`src/rtl/coeff_dequant_writer_if.sv`:
```
// coeff_dequant_writer_if: coefficient stream, SRAM write port and status of the
// coefficient dequantizer/writer. master = upstream/observer side, slave = the writer.
interface coeff_dequant_writer_if;
  logic signed [15:0] coeff_in;
  logic               coeff_valid;
  logic               coeff_ready;
  logic               q_sel;
  logic        [17:0] SRAM_address;
  logic        [15:0] SRAM_write_data;
  logic               SRAM_we_n;
  logic               block_done;
  logic               done;

  modport master (
    output coeff_in, coeff_valid, q_sel,
    input  coeff_ready, SRAM_address, SRAM_write_data, SRAM_we_n, block_done, done
  );

  modport slave (
    input  coeff_in, coeff_valid, q_sel,
    output coeff_ready, SRAM_address, SRAM_write_data, SRAM_we_n, block_done, done
  );
endinterface

```
`src/rtl/coeff_dequant_writer.sv`:
```
// coeff_dequant_writer: dequantizes zig-zag ordered 8x8 coefficient blocks by a
// power-of-two shift, reorders them to raster order and writes them as 16-bit words
// into the pre-IDCT SRAM region (Y, then U, then V segment).
// Optional macro DEQ_PINGPONG_EN: two block buffers so accepting the next block
// overlaps the SRAM drain of the previous one.
module coeff_dequant_writer #(
  parameter logic [17:0] PREIDCT_BASE = 18'd76800,
  parameter logic [17:0] U_SEG_BASE   = 18'd153600,
  parameter logic [17:0] V_SEG_BASE   = 18'd192000,
  parameter int unsigned Y_BLOCKS     = 1200,
  parameter int unsigned UV_BLOCKS    = 600
) (
  input logic                   Clock,
  input logic                   Resetn,
  input logic                   Enable,
  coeff_dequant_writer_if.slave bus
);
  localparam logic [4:0] YLastRow  = 5'(Y_BLOCKS / 40 - 1);
  localparam logic [4:0] UvLastRow = 5'(UV_BLOCKS / 20 - 1);

  // Zig-zag position -> raster index.
  localparam logic [5:0] Zz2Raster [64] = '{
    6'd0,  6'd1,  6'd8,  6'd16, 6'd9,  6'd2,  6'd3,  6'd10,
    6'd17, 6'd24, 6'd32, 6'd25, 6'd18, 6'd11, 6'd4,  6'd5,
    6'd12, 6'd19, 6'd26, 6'd33, 6'd40, 6'd48, 6'd41, 6'd34,
    6'd27, 6'd20, 6'd13, 6'd6,  6'd7,  6'd14, 6'd21, 6'd28,
    6'd35, 6'd42, 6'd49, 6'd56, 6'd57, 6'd50, 6'd43, 6'd36,
    6'd29, 6'd22, 6'd15, 6'd23, 6'd30, 6'd37, 6'd44, 6'd51,
    6'd58, 6'd59, 6'd52, 6'd45, 6'd38, 6'd31, 6'd39, 6'd46,
    6'd53, 6'd60, 6'd61, 6'd54, 6'd47, 6'd55, 6'd62, 6'd63
  };

`ifdef DEQ_PINGPONG_EN
  localparam int unsigned IdxW = 7;
`else
  localparam int unsigned IdxW = 6;
`endif

  typedef enum logic [1:0] {StIdle, StAccept, StWrite, StDone} state_e;
  state_e state_q, state_d;

  logic [5:0]  k_q, k_d, n_q, n_d;
  logic        q_lat_q, q_lat_d;
  logic [1:0]  seg_q, seg_d;
  logic [4:0]  brow_q, brow_d;
  logic [5:0]  bcol_q, bcol_d;
  logic        we_n_q, we_n_d, bdone_q, bdone_d, done_q, done_d;
  logic [17:0] addr_q, addr_d;
  logic [15:0] wdata_q, wdata_d;
  logic [15:0] buf_q [1 << IdxW];

  logic             ready, xfer, fill_done, start, drain, blk_end;
  logic             last_col, last_row, last_blk, other_full;
  logic [5:0]       raster;
  logic [3:0]       diag;
  logic             q_cur;
  logic [2:0]       shamt;
  logic signed [23:0] wide;
  logic [15:0]      deq;
  logic [17:0]      seg_base, line_w, addr_wr;
  logic [IdxW-1:0]  wr_idx, rd_idx;

  assign xfer      = bus.coeff_valid && ready;
  assign fill_done = xfer && (k_q == 6'd63);
  assign start     = Enable && (state_q == StIdle || state_q == StDone);
  assign drain     = (state_q == StWrite);
  assign blk_end   = drain && (n_q == 6'd63);
  assign last_col  = (seg_q == 2'd0) ? (bcol_q == 6'd39) : (bcol_q == 6'd19);
  assign last_row  = (seg_q == 2'd0) ? (brow_q == YLastRow) : (brow_q == UvLastRow);
  assign last_blk  = (seg_q == 2'd2) && last_row && last_col;

`ifdef DEQ_PINGPONG_EN
  logic       fsel_q, fsel_d, dsel_q, dsel_d;
  logic [1:0] full_q, full_d;
  // A drain may chain straight into the other buffer if it is full or fills now.
  assign other_full = full_q[~dsel_q] || fill_done;
  assign wr_idx     = {fsel_q, raster};
  assign rd_idx     = {dsel_q, n_q};
`else
  assign other_full = 1'b0;
  assign wr_idx     = raster;
  assign rd_idx     = n_q;
`endif

  // Dequantize the incoming coefficient: shift by diagonal class, then saturate.
  always_comb begin
    raster = Zz2Raster[k_q];
    diag   = {1'b0, raster[5:3]} + {1'b0, raster[2:0]};
    // q_sel is taken live on k=0 so the whole block uses the same matrix.
    q_cur  = (k_q == 6'd0) ? bus.q_sel : q_lat_q;
    if (!q_cur) begin
      if (diag == 4'd0)      shamt = 3'd3;
      else if (diag == 4'd1) shamt = 3'd2;
      else if (diag <= 4'd3) shamt = 3'd3;
      else if (diag <= 4'd5) shamt = 3'd4;
      else if (diag <= 4'd7) shamt = 3'd5;
      else                   shamt = 3'd6;
    end else begin
      if (diag == 4'd0)      shamt = 3'd3;
      else if (diag <= 4'd3) shamt = 3'd1;
      else if (diag <= 4'd5) shamt = 3'd2;
      else if (diag <= 4'd7) shamt = 3'd3;
      else                   shamt = 3'd4;
    end
    wide = {{8{bus.coeff_in[15]}}, bus.coeff_in};
    wide = wide <<< shamt;
    if (wide > 24'sd32767)       deq = 16'h7FFF;
    else if (wide < -24'sd32768) deq = 16'h8000;
    else                         deq = wide[15:0];
  end

  // SRAM address of raster word n_q in the current block.
  always_comb begin
    case (seg_q)
      2'd1:    begin seg_base = U_SEG_BASE;   line_w = 18'd160; end
      2'd2:    begin seg_base = V_SEG_BASE;   line_w = 18'd160; end
      default: begin seg_base = PREIDCT_BASE; line_w = 18'd320; end
    endcase
    addr_wr = seg_base + 18'(brow_q) * (line_w << 3) + 18'({bcol_q, 3'b000})
              + 18'(n_q[5:3]) * line_w + 18'(n_q[2:0]);
  end

  // FSM state register.
  always_ff @(posedge Clock or negedge Resetn) begin
    if (!Resetn) state_q <= StIdle;
    else         state_q <= state_d;
  end

  // FSM next state.
  always_comb begin
    state_d = state_q;
    unique case (state_q)
      StIdle:   if (Enable) state_d = StAccept;
      StAccept: if (fill_done) state_d = StWrite;
      StWrite:  if (n_q == 6'd63) begin
        if (last_blk)        state_d = StDone;
        else if (other_full) state_d = StWrite;
        else                 state_d = StAccept;
      end
      StDone:   if (Enable) state_d = StAccept;
    endcase
  end

  // FSM outputs: handshake and next values of the registered SRAM port.
  always_comb begin
    ready   = 1'b0;
    we_n_d  = 1'b1;
    addr_d  = addr_q;
    wdata_d = wdata_q;
    bdone_d = 1'b0;
    done_d  = done_q;
    unique case (state_q)
      StIdle: ;
      StAccept: begin
`ifdef DEQ_PINGPONG_EN
        ready = !full_q[fsel_q];
`else
        ready = 1'b1;
`endif
      end
      StWrite: begin
`ifdef DEQ_PINGPONG_EN
        ready = !full_q[fsel_q];
`endif
        we_n_d  = 1'b0;
        addr_d  = addr_wr;
        wdata_d = buf_q[rd_idx];
        bdone_d = (n_q == 6'd63);
      end
      StDone: done_d = 1'b1;
    endcase
    if (start) done_d = 1'b0;
  end

  assign bus.coeff_ready     = ready;
  assign bus.SRAM_address    = addr_q;
  assign bus.SRAM_write_data = wdata_q;
  assign bus.SRAM_we_n       = we_n_q;
  assign bus.block_done      = bdone_q;
  assign bus.done            = done_q;

  // Datapath next state: coefficient index, write index, block position.
  always_comb begin
    k_d     = k_q;
    n_d     = n_q;
    q_lat_d = q_lat_q;
    seg_d   = seg_q;
    brow_d  = brow_q;
    bcol_d  = bcol_q;
    if (xfer) begin
      k_d = k_q + 6'd1;
      if (k_q == 6'd0) q_lat_d = bus.q_sel;
    end
    if (drain) n_d = n_q + 6'd1;
    if (blk_end && !last_blk) begin
      if (last_col) begin
        bcol_d = 6'd0;
        if (last_row) begin
          brow_d = 5'd0;
          seg_d  = seg_q + 2'd1;
        end else begin
          brow_d = brow_q + 5'd1;
        end
      end else begin
        bcol_d = bcol_q + 6'd1;
      end
    end
    if (start) begin
      k_d    = 6'd0;
      n_d    = 6'd0;
      seg_d  = 2'd0;
      brow_d = 5'd0;
      bcol_d = 6'd0;
    end
`ifdef DEQ_PINGPONG_EN
    fsel_d = fsel_q;
    dsel_d = dsel_q;
    full_d = full_q;
    if (blk_end) begin
      full_d[dsel_q] = 1'b0;
      dsel_d         = ~dsel_q;
    end
    if (fill_done) begin
      full_d[fsel_q] = 1'b1;
      fsel_d         = ~fsel_q;
    end
    if (start) begin
      fsel_d = 1'b0;
      dsel_d = 1'b0;
      full_d = 2'b00;
    end
`endif
  end

  // Datapath and output registers.
  always_ff @(posedge Clock or negedge Resetn) begin
    if (!Resetn) begin
      k_q     <= 6'd0;
      n_q     <= 6'd0;
      q_lat_q <= 1'b0;
      seg_q   <= 2'd0;
      brow_q  <= 5'd0;
      bcol_q  <= 6'd0;
      we_n_q  <= 1'b1;
      addr_q  <= 18'd0;
      wdata_q <= 16'd0;
      bdone_q <= 1'b0;
      done_q  <= 1'b0;
`ifdef DEQ_PINGPONG_EN
      fsel_q  <= 1'b0;
      dsel_q  <= 1'b0;
      full_q  <= 2'b00;
`endif
    end else begin
      k_q     <= k_d;
      n_q     <= n_d;
      q_lat_q <= q_lat_d;
      seg_q   <= seg_d;
      brow_q  <= brow_d;
      bcol_q  <= bcol_d;
      we_n_q  <= we_n_d;
      addr_q  <= addr_d;
      wdata_q <= wdata_d;
      bdone_q <= bdone_d;
      done_q  <= done_d;
`ifdef DEQ_PINGPONG_EN
      fsel_q  <= fsel_d;
      dsel_q  <= dsel_d;
      full_q  <= full_d;
`endif
    end
  end

  // Block buffer; every entry is rewritten before it is drained, so no reset.
  always_ff @(posedge Clock) begin
    if (xfer) buf_q[wr_idx] <= deq;
  end
endmodule

```
`src/flat_wrapper.sv`:
```
// flat-port wrapper written by rule: the top's interface ports become plain ports
module coeff_dequant_writer_flat 
#(
  parameter logic [17:0] PREIDCT_BASE = 18'd76800,
  parameter logic [17:0] U_SEG_BASE   = 18'd153600,
  parameter logic [17:0] V_SEG_BASE   = 18'd192000,
  parameter int unsigned Y_BLOCKS     = 1200,
  parameter int unsigned UV_BLOCKS    = 600
)
  (Clock, Resetn, Enable, bus_coeff_in, bus_coeff_valid, bus_q_sel, bus_coeff_ready, bus_SRAM_address, bus_SRAM_write_data, bus_SRAM_we_n, bus_block_done, bus_done);
  coeff_dequant_writer_if bus_i ();
  input logic Clock;
  input logic Resetn;
  input logic Enable;
  input wire logic [$bits(bus_i.coeff_in)-1:0] bus_coeff_in;
  input wire logic [$bits(bus_i.coeff_valid)-1:0] bus_coeff_valid;
  input wire logic [$bits(bus_i.q_sel)-1:0] bus_q_sel;
  output wire logic [$bits(bus_i.coeff_ready)-1:0] bus_coeff_ready;
  output wire logic [$bits(bus_i.SRAM_address)-1:0] bus_SRAM_address;
  output wire logic [$bits(bus_i.SRAM_write_data)-1:0] bus_SRAM_write_data;
  output wire logic [$bits(bus_i.SRAM_we_n)-1:0] bus_SRAM_we_n;
  output wire logic [$bits(bus_i.block_done)-1:0] bus_block_done;
  output wire logic [$bits(bus_i.done)-1:0] bus_done;
  assign bus_i.coeff_in = bus_coeff_in;
  assign bus_i.coeff_valid = bus_coeff_valid;
  assign bus_i.q_sel = bus_q_sel;
  assign bus_coeff_ready = bus_i.coeff_ready;
  assign bus_SRAM_address = bus_i.SRAM_address;
  assign bus_SRAM_write_data = bus_i.SRAM_write_data;
  assign bus_SRAM_we_n = bus_i.SRAM_we_n;
  assign bus_block_done = bus_i.block_done;
  assign bus_done = bus_i.done;
  coeff_dequant_writer #(.PREIDCT_BASE(PREIDCT_BASE), .U_SEG_BASE(U_SEG_BASE), .V_SEG_BASE(V_SEG_BASE), .Y_BLOCKS(Y_BLOCKS), .UV_BLOCKS(UV_BLOCKS)) u_core (.Clock(Clock), .Resetn(Resetn), .Enable(Enable), .bus(bus_i));
endmodule
```
`config.mk`:
```
export PLATFORM = sky130hd
export DESIGN_NAME = coeff_dequant_writer_flat
export DESIGN_NICKNAME = d
export VERILOG_FILES = /design/src/rtl/coeff_dequant_writer_if.sv /design/src/rtl/coeff_dequant_writer.sv /design/src/flat_wrapper.sv
export SDC_FILE = /design/constraint.sdc
export NUM_CORES = 1
export LEC_CHECK = 0
export BUFFER_PORTS_ARGS = -buffer_cell sky130_fd_sc_hd__buf_2
export CAP_MARGIN = 20
export CORE_UTILIZATION = 55
export CTS_CLUSTER_SIZE = 24
export DETAILED_ROUTE_END_ITERATION = 8
export PLACE_DENSITY = 0.74
export SLEW_MARGIN = 10
export SYNTH_ARGS = -nofsm -noshare
export SYNTH_HDL_FRONTEND = slang
export SYNTH_SLANG_ARGS = --single-unit
```
`constraint.sdc`:
```
create_clock -name Clock -period 17.6 [get_ports Clock]
set_input_delay 0.88 -clock Clock [delete_from_list [all_inputs] [get_ports Clock]]
set_output_delay 0.88 -clock Clock [all_outputs]
set_load 0.02 [all_outputs]
```
==> results of run 1 <==
==> kinds of logic after synthesis <==
kind of cell	share of synthesized area [%]
AOI/OAI and AO/OA	2.95
xor gates and xnor gates	0.644
adders and majority gates	2.49
buffers and inverters	1.82
DFF	71.2
muxes	17.6
other	0.0165
and+or+nand+nor	3.34
==> power by group through the flow <==
stage	Sequential (mW)	Clock [mW]	Combinational (mW)
3_3_place_gp	3.86	0	3.10
3_5_place_dp	3.87	0	3.23
2_1_floorplan	3.92	0	2.21
5_1_grt	3.83	2.44	3.53
4_1_cts	3.82	2.34	3.25
6_report	3.82	2.32	3.25
==> state kept, by name (all words and copies together) (netlist names), 2 cells and up <==
| register | count |
|---|---|
| u_core.n_q | 6 |
| u_core.bus.SRAM_write_data | 16 |
| u_core.k_q | 6 |
| u_core.buf_q | 1024 |
| u_core.bus.SRAM_address | 18 |
| u_core.state_q | 2 |
| u_core.bcol_q | 6 |
| u_core.seg_q | 2 |
| u_core.brow_q | 5 |
==> synth_stat cells, types with 8 or more instances <==
| cell | n |
|---|---|
| sky130_fd_sc_hd__a21oi_1 | 38 |
| sky130_fd_sc_hd__o21bai_1 | 8 |
| sky130_fd_sc_hd__nand2_1 | 115 |
| sky130_fd_sc_hd__fa_1 | 9 |
| sky130_fd_sc_hd__edfxtp_1 | 1024 |
| sky130_fd_sc_hd__nor2_1 | 109 |
| sky130_fd_sc_hd__xnor2_1 | 20 |
| sky130_fd_sc_hd__mux2_2 | 24 |
| sky130_fd_sc_hd__clkbuf_1 | 80 |
| sky130_fd_sc_hd__xor2_1 | 9 |
| sky130_fd_sc_hd__o21ai_0 | 42 |
| sky130_fd_sc_hd__o21ai_1 | 8 |
| sky130_fd_sc_hd__a211oi_1 | 8 |
| sky130_fd_sc_hd__mux4_2 | 322 |
| sky130_fd_sc_hd__buf_6 | 8 |
| sky130_fd_sc_hd__a31oi_1 | 10 |
| sky130_fd_sc_hd__nand2b_1 | 11 |
| sky130_fd_sc_hd__buf_1 | 27 |
| sky130_fd_sc_hd__dfrtp_1 | 64 |
| sky130_fd_sc_hd__buf_2 | 8 |
| sky130_fd_sc_hd__nand3_1 | 47 |
| sky130_fd_sc_hd__mux2i_1 | 43 |
| sky130_fd_sc_hd__inv_1 | 72 |
| sky130_fd_sc_hd__ha_1 | 76 |
==> per-layer routing <==
layer | vias to the layer above | GRT usage (%) | wire [um]
li1 | 9721 | - | -
met1 | 12400 | 37.6 | 42000
met2 | 1488 | 45.5 | 56500
met3 | 259 | 4.87 | 10800
met4 | 2 | 9.62 | 4110
met5 | - | 0 | 10
==> cell usage in the layout, fill, tap and decap left out, types with 8 or more instances in the layout <==
master,instances
sky130_fd_sc_hd__clkbuf_1,18
sky130_fd_sc_hd__clkinv_2,17
sky130_fd_sc_hd__a21oi_1,38
sky130_fd_sc_hd__mux2i_1,43
sky130_fd_sc_hd__dfrtp_1,59
sky130_fd_sc_hd__o21ai_0,42
sky130_fd_sc_hd__o21bai_1,8
sky130_fd_sc_hd__nand2_1,115
sky130_fd_sc_hd__clkbuf_16,109
sky130_fd_sc_hd__a211oi_1,8
sky130_fd_sc_hd__xnor2_1,20
sky130_fd_sc_hd__mux4_2,322
sky130_fd_sc_hd__fa_1,9
sky130_fd_sc_hd__xor2_1,9
sky130_fd_sc_hd__ha_1,75
sky130_fd_sc_hd__bufinv_16,15
sky130_fd_sc_hd__nor2_1,109
sky130_fd_sc_hd__edfxtp_1,1024
sky130_fd_sc_hd__buf_4,98
sky130_fd_sc_hd__nand3_1,47
sky130_fd_sc_hd__nand2b_1,11
sky130_fd_sc_hd__buf_2,57
sky130_fd_sc_hd__mux2_2,24
sky130_fd_sc_hd__clkinv_1,22
sky130_fd_sc_hd__inv_1,72
==> worst max path at each step <==
stage                        from                   to  slack, ns  cells after the start
floorplan           u_core.k_q[0]  u_core.buf_q[0][10]      10.43                     21
global placement    u_core.k_q[0]  u_core.buf_q[54][7]      10.28                     21
finish              u_core.k_q[0]  u_core.buf_q[19][9]       9.97                     21
CTS                 u_core.k_q[0]  u_core.buf_q[14][9]      10.07                     21
detailed placement  u_core.k_q[0]   u_core.buf_q[7][9]      10.10                     21
global route        u_core.k_q[0]  u_core.buf_q[14][9]       9.44                     21
==> area by class of cell <==
class / instances / area (um2) / area share (%)
inverters: 75 / 282 / 0.551
flip-flops and latches: 1089 / 32400 / 63.4
clock inverters: 66 / 747 / 1.46
repair buffers: 157 / 1060 / 2.08
multi-input cells: 1041 / 12500 / 24.4
clock buffers: 130 / 2840 / 5.55
well taps: 1070 / 1340 / 2.62
==> flow_summary.rst, run 1 <==
.. list-table::
   :header-rows: 1

   * - Metric
     - Value
   * - Horizontal die dimension
     - 290 um
   * - Placeable core area
     - 0.0820 mm2
   * - Synthesized area per cell
     - 19.6 um2
   * - Area enclosed by the die boundary
     - 0.0839 mm2
   * - Required time of the worst setup path
     - 18.05 ns
   * - R2r startpoint
     - u_core.k_q[0]
   * - Share of synthesized registers carrying an async set or reset
     - 5.97%
   * - Cells traversed along the worst timing path
     - inv_1 -> ha_1 -> inv_1 -> mux4_2 -> nor2_1 -> a21oi_1 -> o21ai_1 -> inv_1 -> ha_1 -> ha_1 -> a221o_1 -> o211ai_1 -> a21o_1 -> a32o_1 -> mux2_4 -> nor3_1 -> o31ai_1 -> o311ai_4 -> buf_4 -> a31oi_4 -> buf_4
   * - CTS Hold Buffers Added
     - 0
   * - Overall track demand over capacity in global routing
     - 27.6%
   * - Layout overhead on the synthesized area
     - 12.4%
   * - Total number of nets in the final design
     - 2576
   * - Power density over the cells
     - 184 mW/mm2
   * - Minimum setup slack among reg-to-reg paths
     - 9.97 ns
   * - Most instantiated flip-flop cell in the synthesis netlist
     - sky130_fd_sc_hd__edfxtp_1
   * - Top cells by area, synth
     - sky130_fd_sc_hd__edfxtp_1 (68%), sky130_fd_sc_hd__mux4_2 (16%), sky130_fd_sc_hd__dfrtp_1 (3.5%)
   * - Die Y
     - 290 um
   * - Vias in the first global route
     - 23800
   * - CTS-repair resized insts
     - 0
   * - Row count
     - 105
   * - Post-synthesis register bit count
     - 1089
   * - Power Internal
     - 6.29 mW
   * - Total leakage power
     - 16.8 nW
   * - Crit. End Element
     - flop
   * - Worst-case vdd ir drop
     - 0.271 mV
   * - Start-to-end type of the worst setup path
     - flop to flop
   * - Sequential group share of total power
     - 40.6%
   * - Count of flip-flops with a built-in enable after synthesis
     - 1024
   * - Post-layout util
     - 62.4%
   * - Startpoint type of the worst setup path
     - flop
   * - Max stage delay cell, worst path
     - sky130_fd_sc_hd__a32o_1
   * - Clock network fraction of total power
     - 24.7%
   * - TritonCTS clock tree
     - yes
   * - Clock latency of the later-clocked register in the worst-skew pair
     - 0.68 ns
   * - Number of cells in the finished layout apart from fillers
     - 3628
   * - PnR worst setup slack
     - 9.97 ns
   * - Data arrival at the endpoint of the critical path
     - 8.08 ns
   * - Wire length of the first global-routing pass
     - 163 mm
   * - Via-to-Cell Ratio
     - 6.59
   * - Root buffer cell
     - sky130_fd_sc_hd__clkbuf_16
   * - Measured slew at the worst slew-check pin
     - 1.14 ns
   * - Total wirelength of the detailed-routed design
     - 113 mm
   * - Post-route clock skew
     - 0.0400 ns
   * - Worst Setup Slack post-DPL
     - 10.10 ns
   * - Fill cell instance count of the final layout
     - 5453
   * - Global-route congestion overflow total
     - 0
   * - Clock buffers created by TritonCTS
     - 106
   * - Share of synthesized area occupied by flip-flops and latches
     - 71.2%
   * - Net switching fraction of the power
     - 33.1%
   * - Final hold viol count
     - 0
   * - RD Place Congestion
     - 0.850
   * - Depth of the worst register-to-register path
     - 21
   * - Switching power
     - 3.11 mW
   * - Iteration count of the initial detailed-routing pass
     - 6
   * - Maximum level of the CTS H-tree
     - 3
   * - Share of cells above drive strength 1
     - 27.5%
   * - Buffers from clock root to sink, at most
     - 3
   * - Gate power share
     - 34.6%
   * - Cell taking the most area after synthesis
     - sky130_fd_sc_hd__edfxtp_1
   * - Max Fanout on Critical Path
     - 33
   * - Buffers inserted by post-CTS timing repair
     - 0
   * - Number of top-level design ports
     - 59
   * - Initial antenna violation count
     - 2
   * - Average wire per standard cell
     - 31.3 um
   * - Count of pins over their slew limit
     - 0
   * - Kind of cell adding the most delay to the critical path
     - compound AO/OA/AOI/OAI gates
   * - Clock sinks
     - 1089
   * - Result of the run
     - complete, no violations
   * - Type of the most critical hold path
     - input port to async pin
   * - Iter 0 DRT Violations
     - 2790
   * - Cell count after placement
     - 3431
   * - Initial core utilization
     - 55.5%
   * - Max frequency
     - 131 MHz
   * - DR vias
     - 23900
   * - Clock-pin transition on the worst setup and hold timing paths
     - 0.07 ns
   * - Inserted Diodes
     - 0
   * - Count of unique library cells instantiated by Yosys
     - 93
   * - Number of port buffers
     - 58
   * - Final std cell area, no fill
     - 0.0511 mm2
   * - Reg2reg end
     - u_core.buf_q[19][9]
   * - Maximum number of pins on one net before global-route repair
     - 149
   * - Post-DP Area
     - 0.0475 mm2
   * - Final period utilization
     - 43.4%
   * - Number of nets with antenna violations after routing
     - 0
   * - Setup repair after global routing missed its margin
     - no
   * - Worst hold slack
     - 0.340 ns
   * - Post-detail-place hpwl
     - 59.3 mm
   * - Max-cap check violation count
     - 0
   * - Max-slew headroom
     - 23.2%
   * - Worst Path Buf+Inv
     - 5
   * - Setup Viol. Count Final
     - 0
   * - Setup TNS
     - 0 ns
   * - Count of mapped cells out of synthesis
     - 2326
   * - Overall power of the completed layout
     - 9.39 mW
   * - Delay of the slowest critical-path stage
     - 0.79 ns
   * - Residual DRC
     - 0
   * - Fraction of synthesized cell area taken by the top area cell type
     - 67.6%
   * - Area of the mapped netlist
     - 0.0455 mm2
   * - Total number of yosys warnings
     - 0
   * - Shortest clock period the worst path allows after layout
     - 7.63 ns
(Power assumes the default switching activity.)
==> inputs of run 2 (changes only) <==
--- a/config.mk
+++ b/config.mk
@@ -10,7 +10,7 @@
 export CORE_UTILIZATION = 55
 export CTS_CLUSTER_SIZE = 24
 export DETAILED_ROUTE_END_ITERATION = 8
-export PLACE_DENSITY = 0.74
+export PLACE_DENSITY = 0.77
 export SLEW_MARGIN = 10
 export SYNTH_ARGS = -nofsm -noshare
 export SYNTH_HDL_FRONTEND = slang
==> constraint.sdc (replaced) <==
create_clock -name Clock -period 7 [get_ports Clock]
set_input_delay 0.35 -clock Clock [delete_from_list [all_inputs] [get_ports Clock]]
set_output_delay 0.35 -clock Clock [all_outputs]
set_load 0.02 [all_outputs]
==> run 2 against run 1 <==
Clock skew fell by 0.0064 ns; sequential power rose to 2.5 times the previous value; the run now ends with design-rule violations left; power rose to 2.5 times the previous value; global-route usage rose by 1.5 points; first-iteration DRC count rose by 17%; flip-flop and latch count did not move; via count rose by 2.5%; critical path type unchanged; core utilization fell by 0.17 points; critical path depth fell by 1; critical endpoint is now u_core.buf_q[50][9]; die area did not move.
==> flow_summary.rst, run 2 (synthesis results as in run 1) <==
.. list-table::
   :header-rows: 1

   * - Metric
     - Value
   * - Result of the run
     - complete, but fails checks
   * - Failing checks
     - design-rule violations
   * - Critical Path Source
     - u_core.k_q[1]
   * - Iteration count of the initial detailed-routing pass
     - 7
   * - Number of flip-flops under the largest register name
     - 1024
   * - Type of the most critical hold path
     - input port to flop
   * - Library cell appearing most often on the critical path
     - sky130_fd_sc_hd__inv_1
   * - Max frequency
     - 153 MHz
   * - Max stage delay cell, worst path
     - sky130_fd_sc_hd__a31oi_4
   * - Final period utilization
     - 93.1%
   * - Worst Setup Slack post-DPL
     - 0.614 ns
   * - Fill cell instance count of the final layout
     - 5430
   * - Die Y
     - 290 um
   * - Crit. End Element
     - flop
   * - Total leakage power
     - 16.8 nW
   * - Startpoint type of the worst setup path
     - flop
   * - Total wirelength of the detailed-routed design
     - 120 mm
   * - Cells traversed along the worst timing path
     - inv_1 -> ha_1 -> inv_1 -> mux4_2 -> nor2_1 -> a21oi_1 -> o21ai_1 -> inv_1 -> ha_1 -> or3b_2 -> a41o_1 -> nor4_1 -> nand2b_1 -> buf_4 -> nor3_1 -> o32a_1 -> o311ai_2 -> o311ai_4 -> a31oi_4 -> buf_4
   * - R2r startpoint
     - u_core.k_q[1]
   * - Max-slew headroom
     - 26.5%
   * - Post-layout util
     - 62.2%
   * - Switching power
     - 8.05 mW
   * - Row count
     - 105
   * - Wire length of the first global-routing pass
     - 170 mm
   * - Layout overhead on the synthesized area
     - 12.1%
   * - Register bank with the most flops
     - u_core.buf_q
   * - Max Fanout on Critical Path
     - 33
   * - PnR worst setup slack
     - 0.483 ns
   * - Via-to-Cell Ratio
     - 6.73
   * - Overall track demand over capacity in global routing
     - 29.1%
   * - Clock network fraction of total power
     - 22.7%
   * - Number of nets with antenna violations after routing
     - 0
   * - Power Internal
     - 15.5 mW
   * - Startpoint of the lowest-slack hold path
     - Enable
   * - Delay of the slowest critical-path stage
     - 0.83 ns
   * - Power density over the cells
     - 461 mW/mm2
   * - Placeable core area
     - 0.0820 mm2
   * - Count of pins over their slew limit
     - 0
   * - Number of top-level design ports
     - 59
   * - Start-to-end type of the worst setup path
     - flop to flop
   * - Residual DRC
     - 4
   * - Most common cell after layout, fill and taps aside
     - sky130_fd_sc_hd__edfxtp_1
   * - Max-cap check violation count
     - 0
   * - Clock sinks
     - 1089
   * - Area enclosed by the die boundary
     - 0.0839 mm2
   * - Average wire per standard cell
     - 32.9 um
   * - TritonCTS clock tree
     - yes
   * - Initial antenna violation count
     - 6
   * - Sequential group share of total power
     - 40.9%
   * - Top library cells by usage in the layout, fill and taps aside
     - sky130_fd_sc_hd__edfxtp_1 (1024), sky130_fd_sc_hd__mux4_2 (322), sky130_fd_sc_hd__nand2_1 (115), sky130_fd_sc_hd__buf_4 (115), sky130_fd_sc_hd__clkbuf_16 (105)
   * - Worst-case vdd ir drop
     - 0.497 mV
   * - Post-route clock skew
     - 0.0336 ns
   * - Root buffer cell
     - sky130_fd_sc_hd__clkbuf_16
   * - Iter 0 DRT Violations
     - 3276
   * - Clock latency of the later-clocked register in the worst-skew pair
     - 0.67 ns
   * - Gate power share
     - 36.3%
   * - Clock buffers created by TritonCTS
     - 102
   * - Data arrival at the endpoint of the critical path
     - 6.95 ns
   * - Maximum number of pins on one net before global-route repair
     - 83
   * - Vias in the first global route
     - 24500
   * - Share of cells above drive strength 1
     - 28.0%
   * - Overall power of the completed layout
     - 23.5 mW
   * - Setup Viol. Count Final
     - 0
   * - Horizontal die dimension
     - 290 um
   * - Global-route congestion overflow total
     - 0
   * - Setup repair after global routing missed its margin
     - no
   * - Shortest clock period the worst path allows after layout
     - 6.52 ns
   * - Initial core utilization
     - 55.5%
   * - Total number of nets in the final design
     - 2593
   * - Post-detail-place hpwl
     - 65.6 mm
   * - Net switching fraction of the power
     - 34.2%
   * - Number of port buffers
     - 58
   * - DR vias
     - 24500
   * - Maximum level of the CTS H-tree
     - 3
   * - Clock-pin transition on the worst setup and hold timing paths
     - 0.07 ns
   * - Final hold viol count
     - 0
   * - Measured slew at the worst slew-check pin
     - 1.10 ns
   * - Buffers from clock root to sink, at most
     - 3
   * - Required time of the worst setup path
     - 7.43 ns
   * - RD Place Congestion
     - 0.860
-- run 2: changes by cell type in the layout (fill, tap and decap cells not counted), moves of 4 or more --
| cell | change |
|---|---|
| sky130_fd_sc_hd__buf_4 | +17 |
| sky130_fd_sc_hd__nor2_1 | -13 |
| sky130_fd_sc_hd__nor2_2 | +13 |
| sky130_fd_sc_hd__bufinv_16 | -10 |
| sky130_fd_sc_hd__clkbuf_1 | +7 |
| sky130_fd_sc_hd__clkbuf_16 | -4 |
-- run 2: cell type report --
type / instances / area [um2] / area share (%)
Multi-Input combinational cell: 1041 / 12500 / 24.5
Tap cell: 1070 / 1340 / 2.63
Timing Repair Buffer: 178 / 1270 / 2.48
Sequential cell: 1089 / 32400 / 63.5
Inverter: 75 / 282 / 0.552
Clock buffer: 136 / 2800 / 5.50
Antenna cell: 2 / 5.00 / 0.00982
Clock inverter: 50 / 399 / 0.783
-- run 2: worst paths after layout --
path	endpoint	slack, ns	depth (start not counted)
worst max-delay path	u_core.buf_q[50][9]	0.48	20
worst min-delay path	u_core.seg_q[1]	0.11	4
max in group asynchronous	u_core.n_q[1]	5.95	2
worst min register to register	u_core.bus.SRAM_write_data[14]	0.50	1
min in group asynchronous	u_core.bus.SRAM_address[13]	0.37	2
worst max register to register	u_core.buf_q[50][9]	0.48	20
-- run 2: metrics by stage --
step	instance area, um2	std cells	hold WS, ns	TNS (ns)
2_1_floorplan	45500	2330	0.0544	-44.70
3_3_place_gp	47700	3451	0.486	0
3_5_place_dp	47700	3451	0.491	0
4_1_cts	51000	3638	0.0900	0
5_1_grt	51000	3639	0.177	0
6_report	51000	3641	0.114	0
-- run 2: what timing repair did --
item                                   CTS  global route
hold buffers                             1             0
setup buffers                            0             0
endpoints found under the hold margin   64             0
gates resized for setup                  0             0
-- run 2: power groups by stage --
stage,Combinational [mW],Sequential (mW),Clock (mW)
6_report,8.55,9.63,5.35
5_1_grt,9.18,9.66,5.62
4_1_cts,8.46,9.63,5.39
3_5_place_dp,8.37,9.76,0
3_3_place_gp,8.04,9.74,0
2_1_floorplan,5.55,9.85,0
-- run 2: worst max-delay path: cells and delay by family (launching register included) --
kind	cells	cell delay, ns
AOI/OAI and AO/OA	7	2.30
and+or+nand+nor	5	1.22
adders and majority gates	2	0.89
DFF	1	0.35
muxes	1	0.46
buffers and inverters	5	1.03
-- run 2: routing by layer --
metal | GRT usage (%) | vias to the layer above | routed length (um)
met4 | 13.1 | 6 | 6460
li1 | - | 9758 | -
met1 | 37.3 | 12600 | 41600
met3 | 6.98 | 377 | 13300
met5 | 0 | - | 44
met2 | 47.6 | 1758 | 58400
